--- src/rtl/mips32_fetch_queue_if.sv ---
// mips32_fetch_queue_if: fetch front-end signals (imem request/response, redirect, halt, ID handshake)
interface mips32_fetch_queue_if #(parameter int ADDR_W = 10);
  logic              imem_req_valid;
  logic [ADDR_W-1:0] imem_req_addr;
  logic              imem_req_ready;
  logic              imem_rsp_valid;
  logic [31:0]       imem_rsp_data;
  logic              redirect_valid;
  logic [31:0]       redirect_pc;
  logic              halt;
  logic              if_valid;
  logic [31:0]       if_ir;
  logic [31:0]       if_npc;
  logic              if_ready;
  modport master (
    output imem_req_valid, imem_req_addr, if_valid, if_ir, if_npc,
    input  imem_req_ready, imem_rsp_valid, imem_rsp_data, redirect_valid, redirect_pc, halt, if_ready
  );
  modport slave (
    input  imem_req_valid, imem_req_addr, if_valid, if_ir, if_npc,
    output imem_req_ready, imem_rsp_valid, imem_rsp_data, redirect_valid, redirect_pc, halt, if_ready
  );
endinterface

--- src/rtl/mips32_fetch_queue.sv ---
// mips32_fetch_queue: credit-limited imem fetch queue feeding ID; optional counters under MIPS32_FETCH_PERF_EN
module mips32_fetch_queue #(
  parameter int          DEPTH    = 4,
  parameter int          ADDR_W   = 10,
  parameter logic [31:0] RESET_PC = 32'h0000_0000
) (
  input  logic clk1,
  input  logic reset,
  mips32_fetch_queue_if.master bus
`ifdef MIPS32_FETCH_PERF_EN
  ,
  output logic [31:0] perf_fetched,
  output logic [31:0] perf_flushed
`endif
);
  localparam int AW = $clog2(DEPTH);
  localparam int CW = AW + 1;
  logic [31:0]   pc;
  logic [CW-1:0] count, inflight, drop;
  logic [AW-1:0] head, tail, tag_rd, tag_wr;
  logic [31:0]   q_ir    [DEPTH];
  logic [31:0]   q_npc   [DEPTH];
  logic [31:0]   tag_mem [DEPTH];
  logic [CW:0]   credit;
  logic          req_fire, rsp, push, pop, redir;
  assign bus.imem_req_valid = !reset && !bus.halt && !bus.redirect_valid && (credit < (CW+1)'(DEPTH));
  assign bus.imem_req_addr  = pc[ADDR_W-1:0];
  assign bus.if_valid       = !reset && count != '0;
  assign bus.if_ir          = q_ir[head];
  assign bus.if_npc         = q_npc[head];
  // handshake qualification: redirect discards this cycle's response and pop
  always_comb begin
    redir    = bus.redirect_valid;
    credit   = {1'b0, inflight} + {1'b0, count};
    req_fire = bus.imem_req_valid && bus.imem_req_ready;
    rsp      = bus.imem_rsp_valid;
    push     = rsp && drop == '0 && !redir;
    pop      = bus.if_valid && bus.if_ready && !redir;
  end
  // control state; every response retires a tag so the tag FIFO stays aligned across flushes
  always_ff @(posedge clk1) begin
    if (reset) begin
      pc       <= RESET_PC;
      count    <= '0;
      inflight <= '0;
      drop     <= '0;
      head     <= '0;
      tail     <= '0;
      tag_rd   <= '0;
      tag_wr   <= '0;
    end else begin
      pc       <= redir ? bus.redirect_pc : req_fire ? pc + 32'd1 : pc;
      inflight <= inflight + CW'(req_fire) - CW'(rsp);
      drop     <= redir ? inflight - CW'(rsp) : drop - CW'(rsp && drop != '0);
      count    <= redir ? '0 : count + CW'(push) - CW'(pop);
      head     <= redir ? tail : head + AW'(pop);
      tail     <= tail + AW'(push);
      tag_wr   <= tag_wr + AW'(req_fire);
      tag_rd   <= tag_rd + AW'(rsp);
    end
  end
  // storage: tag FIFO holds NPC per outstanding request, queue holds {ir, npc}
  always_ff @(posedge clk1) begin
    if (req_fire) tag_mem[tag_wr] <= pc + 32'd1;
    if (push) begin
      q_ir[tail]  <= bus.imem_rsp_data;
      q_npc[tail] <= tag_mem[tag_rd];
    end
  end
  // a response with nothing outstanding means the memory broke the protocol
  always_ff @(posedge clk1) begin
    if (!reset && bus.imem_rsp_valid) assert (inflight != '0) else $error("imem response with no request outstanding");
  end
`ifdef MIPS32_FETCH_PERF_EN
  // fetched counts queue writes; flushed counts entries cleared plus responses discarded after a redirect
  always_ff @(posedge clk1) begin
    if (reset) begin
      perf_fetched <= '0;
      perf_flushed <= '0;
    end else begin
      perf_fetched <= perf_fetched + 32'(push);
      perf_flushed <= perf_flushed + (redir ? 32'(count) : 32'd0) + 32'(rsp && (redir || drop != '0));
    end
  end
`endif
endmodule

--- src/flat_wrapper.sv ---
// flat-port wrapper written by rule: the top's interface ports become plain ports
module mips32_fetch_queue_flat 
#(
  parameter int          DEPTH    = 4,
  parameter int          ADDR_W   = 10,
  parameter logic [31:0] RESET_PC = 32'h0000_0000
)
  (clk1, reset, bus_imem_req_valid, bus_imem_req_addr, bus_if_valid, bus_if_ir, bus_if_npc, bus_imem_req_ready, bus_imem_rsp_valid, bus_imem_rsp_data, bus_redirect_valid, bus_redirect_pc, bus_halt, bus_if_ready);
  mips32_fetch_queue_if #(.ADDR_W(ADDR_W)) bus_i ();
  input  logic clk1;
  input  logic reset;
  output wire logic [$bits(bus_i.imem_req_valid)-1:0] bus_imem_req_valid;
  output wire logic [$bits(bus_i.imem_req_addr)-1:0] bus_imem_req_addr;
  output wire logic [$bits(bus_i.if_valid)-1:0] bus_if_valid;
  output wire logic [$bits(bus_i.if_ir)-1:0] bus_if_ir;
  output wire logic [$bits(bus_i.if_npc)-1:0] bus_if_npc;
  input wire logic [$bits(bus_i.imem_req_ready)-1:0] bus_imem_req_ready;
  input wire logic [$bits(bus_i.imem_rsp_valid)-1:0] bus_imem_rsp_valid;
  input wire logic [$bits(bus_i.imem_rsp_data)-1:0] bus_imem_rsp_data;
  input wire logic [$bits(bus_i.redirect_valid)-1:0] bus_redirect_valid;
  input wire logic [$bits(bus_i.redirect_pc)-1:0] bus_redirect_pc;
  input wire logic [$bits(bus_i.halt)-1:0] bus_halt;
  input wire logic [$bits(bus_i.if_ready)-1:0] bus_if_ready;
  assign bus_imem_req_valid = bus_i.imem_req_valid;
  assign bus_imem_req_addr = bus_i.imem_req_addr;
  assign bus_if_valid = bus_i.if_valid;
  assign bus_if_ir = bus_i.if_ir;
  assign bus_if_npc = bus_i.if_npc;
  assign bus_i.imem_req_ready = bus_imem_req_ready;
  assign bus_i.imem_rsp_valid = bus_imem_rsp_valid;
  assign bus_i.imem_rsp_data = bus_imem_rsp_data;
  assign bus_i.redirect_valid = bus_redirect_valid;
  assign bus_i.redirect_pc = bus_redirect_pc;
  assign bus_i.halt = bus_halt;
  assign bus_i.if_ready = bus_if_ready;
  mips32_fetch_queue #(.DEPTH(DEPTH), .ADDR_W(ADDR_W), .RESET_PC(RESET_PC)) u_core (.clk1(clk1), .reset(reset), .bus(bus_i));
endmodule
--- config.mk ---
export PLATFORM = sky130hd
export DESIGN_NAME = mips32_fetch_queue_flat
export DESIGN_NICKNAME = d
export VERILOG_FILES = /design/src/rtl/mips32_fetch_queue_if.sv /design/src/rtl/mips32_fetch_queue.sv /design/src/flat_wrapper.sv
export SDC_FILE = /design/constraint.sdc
export NUM_CORES = 1
export LEC_CHECK = 0
export BUFFER_PORTS_ARGS = -buffer_cell sky130_fd_sc_hd__buf_2
export CAP_MARGIN = 20
export CORE_ASPECT_RATIO = 0.75
export CORE_MARGIN = 8
export CORE_UTILIZATION = 50
export DETAILED_ROUTE_END_ITERATION = 8
export GPL_TIMING_DRIVEN = 1
export HOLD_SLACK_MARGIN = 0.06
export PLACE_DENSITY = 0.7
export SLEW_MARGIN = 20
export SYNTH_ARGS = -nofsm -noshare
export SYNTH_HDL_FRONTEND = slang
export SYNTH_SLANG_ARGS = --single-unit
--- constraint.sdc ---
create_clock -name clk1 -period 22.2 [get_ports clk1]
set_clock_uncertainty 0.15 [all_clocks]
set_input_delay 5.55 -clock clk1 [delete_from_list [all_inputs] [get_ports clk1]]
set_output_delay 5.55 -clock clk1 [all_outputs]
set_load 0.01 [all_outputs]
==> metrics <==
status finished clean; Detail Route met3 WL roughly 2400 um; detailed placement HPWL about 21000 um; Netlist cell types 48; Hold Crit Class flip-flop to flip-flop; type of origin of the critical path input port; commonest non-fill, non-tap cell in the layout edfxtp_1; commonest cells after routing, fill and taps aside 384 x edfxtp_1, 146 x buf_2, 96 x mux4_2, 46 x dfxtp_1, 43 x clkbuf_16; Post-Syn Nets 1003; routed wire length about 34000 um; Final TNS setup 0 ns; Tmin final approximately 13 ns; post-synthesis sequential area ratio about three quarters; Top-Level Pins between 100 and 150; Antenna Violating Nets Remaining 0; Die Width ~230 um; H-tree Lvls 2; register bit count reported by yosys 433; DR top layer met4; post-CTS resize count 0; largest net degree at the start of global routing 66; CTS sink count around 430; die area 40300 sq um; Worst path max stage delay 0.71 ns; Critical Path Sink bus_imem_req_valid; DR pass1 iterations 5; Reg2Reg Depth 8; CTS clock-pin slew for the worst setup and hold paths ~0.06 ns; Initial Util around half; DRC 0; fraction of layout cells with a size suffix above 1 a little under a third; IO Port Bufs 146; GRT Total Usage around 17%; via/cell ratio around 5.7; clock latency on the worst-skew pair 0.53 ns; vias in the first global route ~9k; Reg2Reg Capture Point u_core.tag_mem[2][24]; Yosys warnings 0; Setup violations, final 0; ys flop type edfxtp_1; final hold violations 0; Achievable Freq between 70 and 80 MHz; CP Max Fanout 47; WP data arrival about 6.9 ns; CP top delay family buffers and inverters; global-route wire length before repair approximately 53000 um; Critical Path Most Common Cell buf_2; kind of critical path input port to primary output; period utilization between 50% and 60%; reg2reg setup slack between 15 and 20 ns; RSZ-0062 raised after global routing no; CTS Hold Buffers Added 0; total grt overflow 0; post-route design area ~20000 sq um; number of synthesized flops with an enable pin around 380; M1 WL roughly 15000 um; DRT iter0 DRCs approximately 780; nets@finish about 1.2k; Mean Syn Cell Area 18.6 sq um; Worst VDD drop 70.0 uV; vias around 9k; Critical Path RT between 15 and 20 ns; ant diodes 0; CTS tree done; dpl cell area around 18000 sq um; crit path from reset; initial antenna violation count 0; CTS max path bufs 3; Crit. End Element primary output; Crit-path slowest cell buf_2; Core Region around 34000 sq um; critical path depth in cells 4; Max-cap violations 0; WL/cell 22.0 um; WP buf/inv 2; Critical R2R Launch u_core.count[2]; Post-Synthesis Cell Area between 15000 and 20000 sq um; Met2 Routed Length ~15000 um; Post CTS Setup Buffer Count 0; worst path cell trace buf_2 -> nor2_1 -> and3_1 -> buf_2; Cells after Synth 917; slew margin rel. 29.3%; die height 176 um; Final GP Congestion ~0.81; Async S/R FF share, synth 0%; worst slew pin tran about 1.1 ns; leakage roughly 6.5 nW; Cell Pwr Density between 80 and 90 nW/um^2; CTS root buf clkbuf_16; final max-slew violation count 0; fillcell total about 2.5k; std cell rows just under 60; Num CTS Buffers just over 40; Area Overhead vs Synth 14.7%
cells in the mapped netlist (12+ instances only):
| library cell | count | area share, % |
|---|---|---|
| nor3_1 | 17 | 0.50 |
| a21oi_1 | 25 | 0.74 |
| nand4_1 | 12 | 0.44 |
| xnor2_1 | 29 | 1.5 |
| inv_1 | 16 | 0.35 |
| mux4_2 | 96 | 13 |
| xor2_1 | 12 | 0.62 |
| clkbuf_1 | 34 | 0.75 |
| dfxtp_1 | 49 | 5.8 |
| a31oi_1 | 20 | 0.74 |
| edfxtp_1 | 384 | 68 |
| nand3_1 | 17 | 0.50 |
| nor2_1 | 37 | 0.82 |
| nand2_1 | 37 | 0.82 |
| ha_1 | 13 | 0.96 |
| o21ai_0 | 23 | 0.68 |
through the flow:
stage / worst slack, ns / std cells / power, W / utilization [%] / hold slack [ns]
2_1_floorplan: 10.29 / 917 / 0.00103 / - / 0.320
3_3_place_gp: 9.58 / 1470 / 0.00107 / 54.3 / 0.345
3_5_place_dp: 9.58 / 1470 / 0.00107 / 54.3 / 0.345
4_1_cts: 9.57 / 1541 / 0.00175 / 58.2 / 0.362
5_1_grt: 9.45 / 1542 / 0.00180 / 58.2 / 0.381
6_report: 9.57 / 1542 / 0.00174 / 58.2 / 0.358
flip-flops by register name, indices dropped and copies added (netlist names):
signal	flops
u_core.head	2
u_core.q_npc	128
u_core.q_ir	128
u_core.tag_mem	128
u_core.tail	2
u_core.inflight	3
u_core.pc	32
u_core.drop	3
u_core.tag_rd	2
u_core.count	3
u_core.tag_wr	2
area by class of cell:
| class | count | area (sq um) | share of cell area (%) |
|---|---|---|---|
| multi-input cells | 409 | 4200 | 21.5 |
| well taps | 450 | 563 | 2.88 |
| inverters | 16 | 60.1 | 0.308 |
| clock inverters | 15 | 178 | 0.910 |
| flip-flops and latches | 433 | 12500 | 64.1 |
| clock buffers | 56 | 1120 | 5.76 |
| repair buffers | 163 | 871 | 4.46 |
cells by family after synthesis:
kind of cell             Yosys count  synth area share [%]
flip-flops                       433                  73.5
AND/OR/NAND/NOR                  163                  5.02
multiplexers                     100                  13.0
AO/OA/AOI/OAI                     90                  3.20
buffers and inverters             75                  1.99
XOR/XNOR                          41                  2.11
adder cells (fa/ha/maj)           15                  1.19
routing by layer:
metal / track usage (%) / vias up
li1: - / 3962
met1: 24.4 / 4453
met2: 25.7 / 316
met3: 3.85 / 59
met4: 4.67 / 0
met5: 0 / -
worst min path at each step:
| stage | depth (start not counted) | slack (ns) | to | from |
|---|---|---|---|---|
| after floorplan | 1 | 0.32 | u_core.pc[31] | u_core.pc[31] |
| after CTS | 1 | 0.36 | u_core.pc[31] | u_core.pc[31] |
| after global routing | 1 | 0.38 | u_core.pc[31] | u_core.pc[31] |
| after detailed placement | 1 | 0.34 | u_core.pc[31] | u_core.pc[31] |
| final | 1 | 0.36 | u_core.pc[31] | u_core.pc[31] |
| after global placement | 1 | 0.35 | u_core.pc[31] | u_core.pc[31] |
report_power, final:
group / switching, W / internal [W]
clock: 0.000281 / 0.000401
sequential: 0.0000170 / 0.000913
combinational: 0.0000677 / 0.0000552
total: 0.000366 / 0.00137
Note: power is estimated with default switching activity, not from simulation.
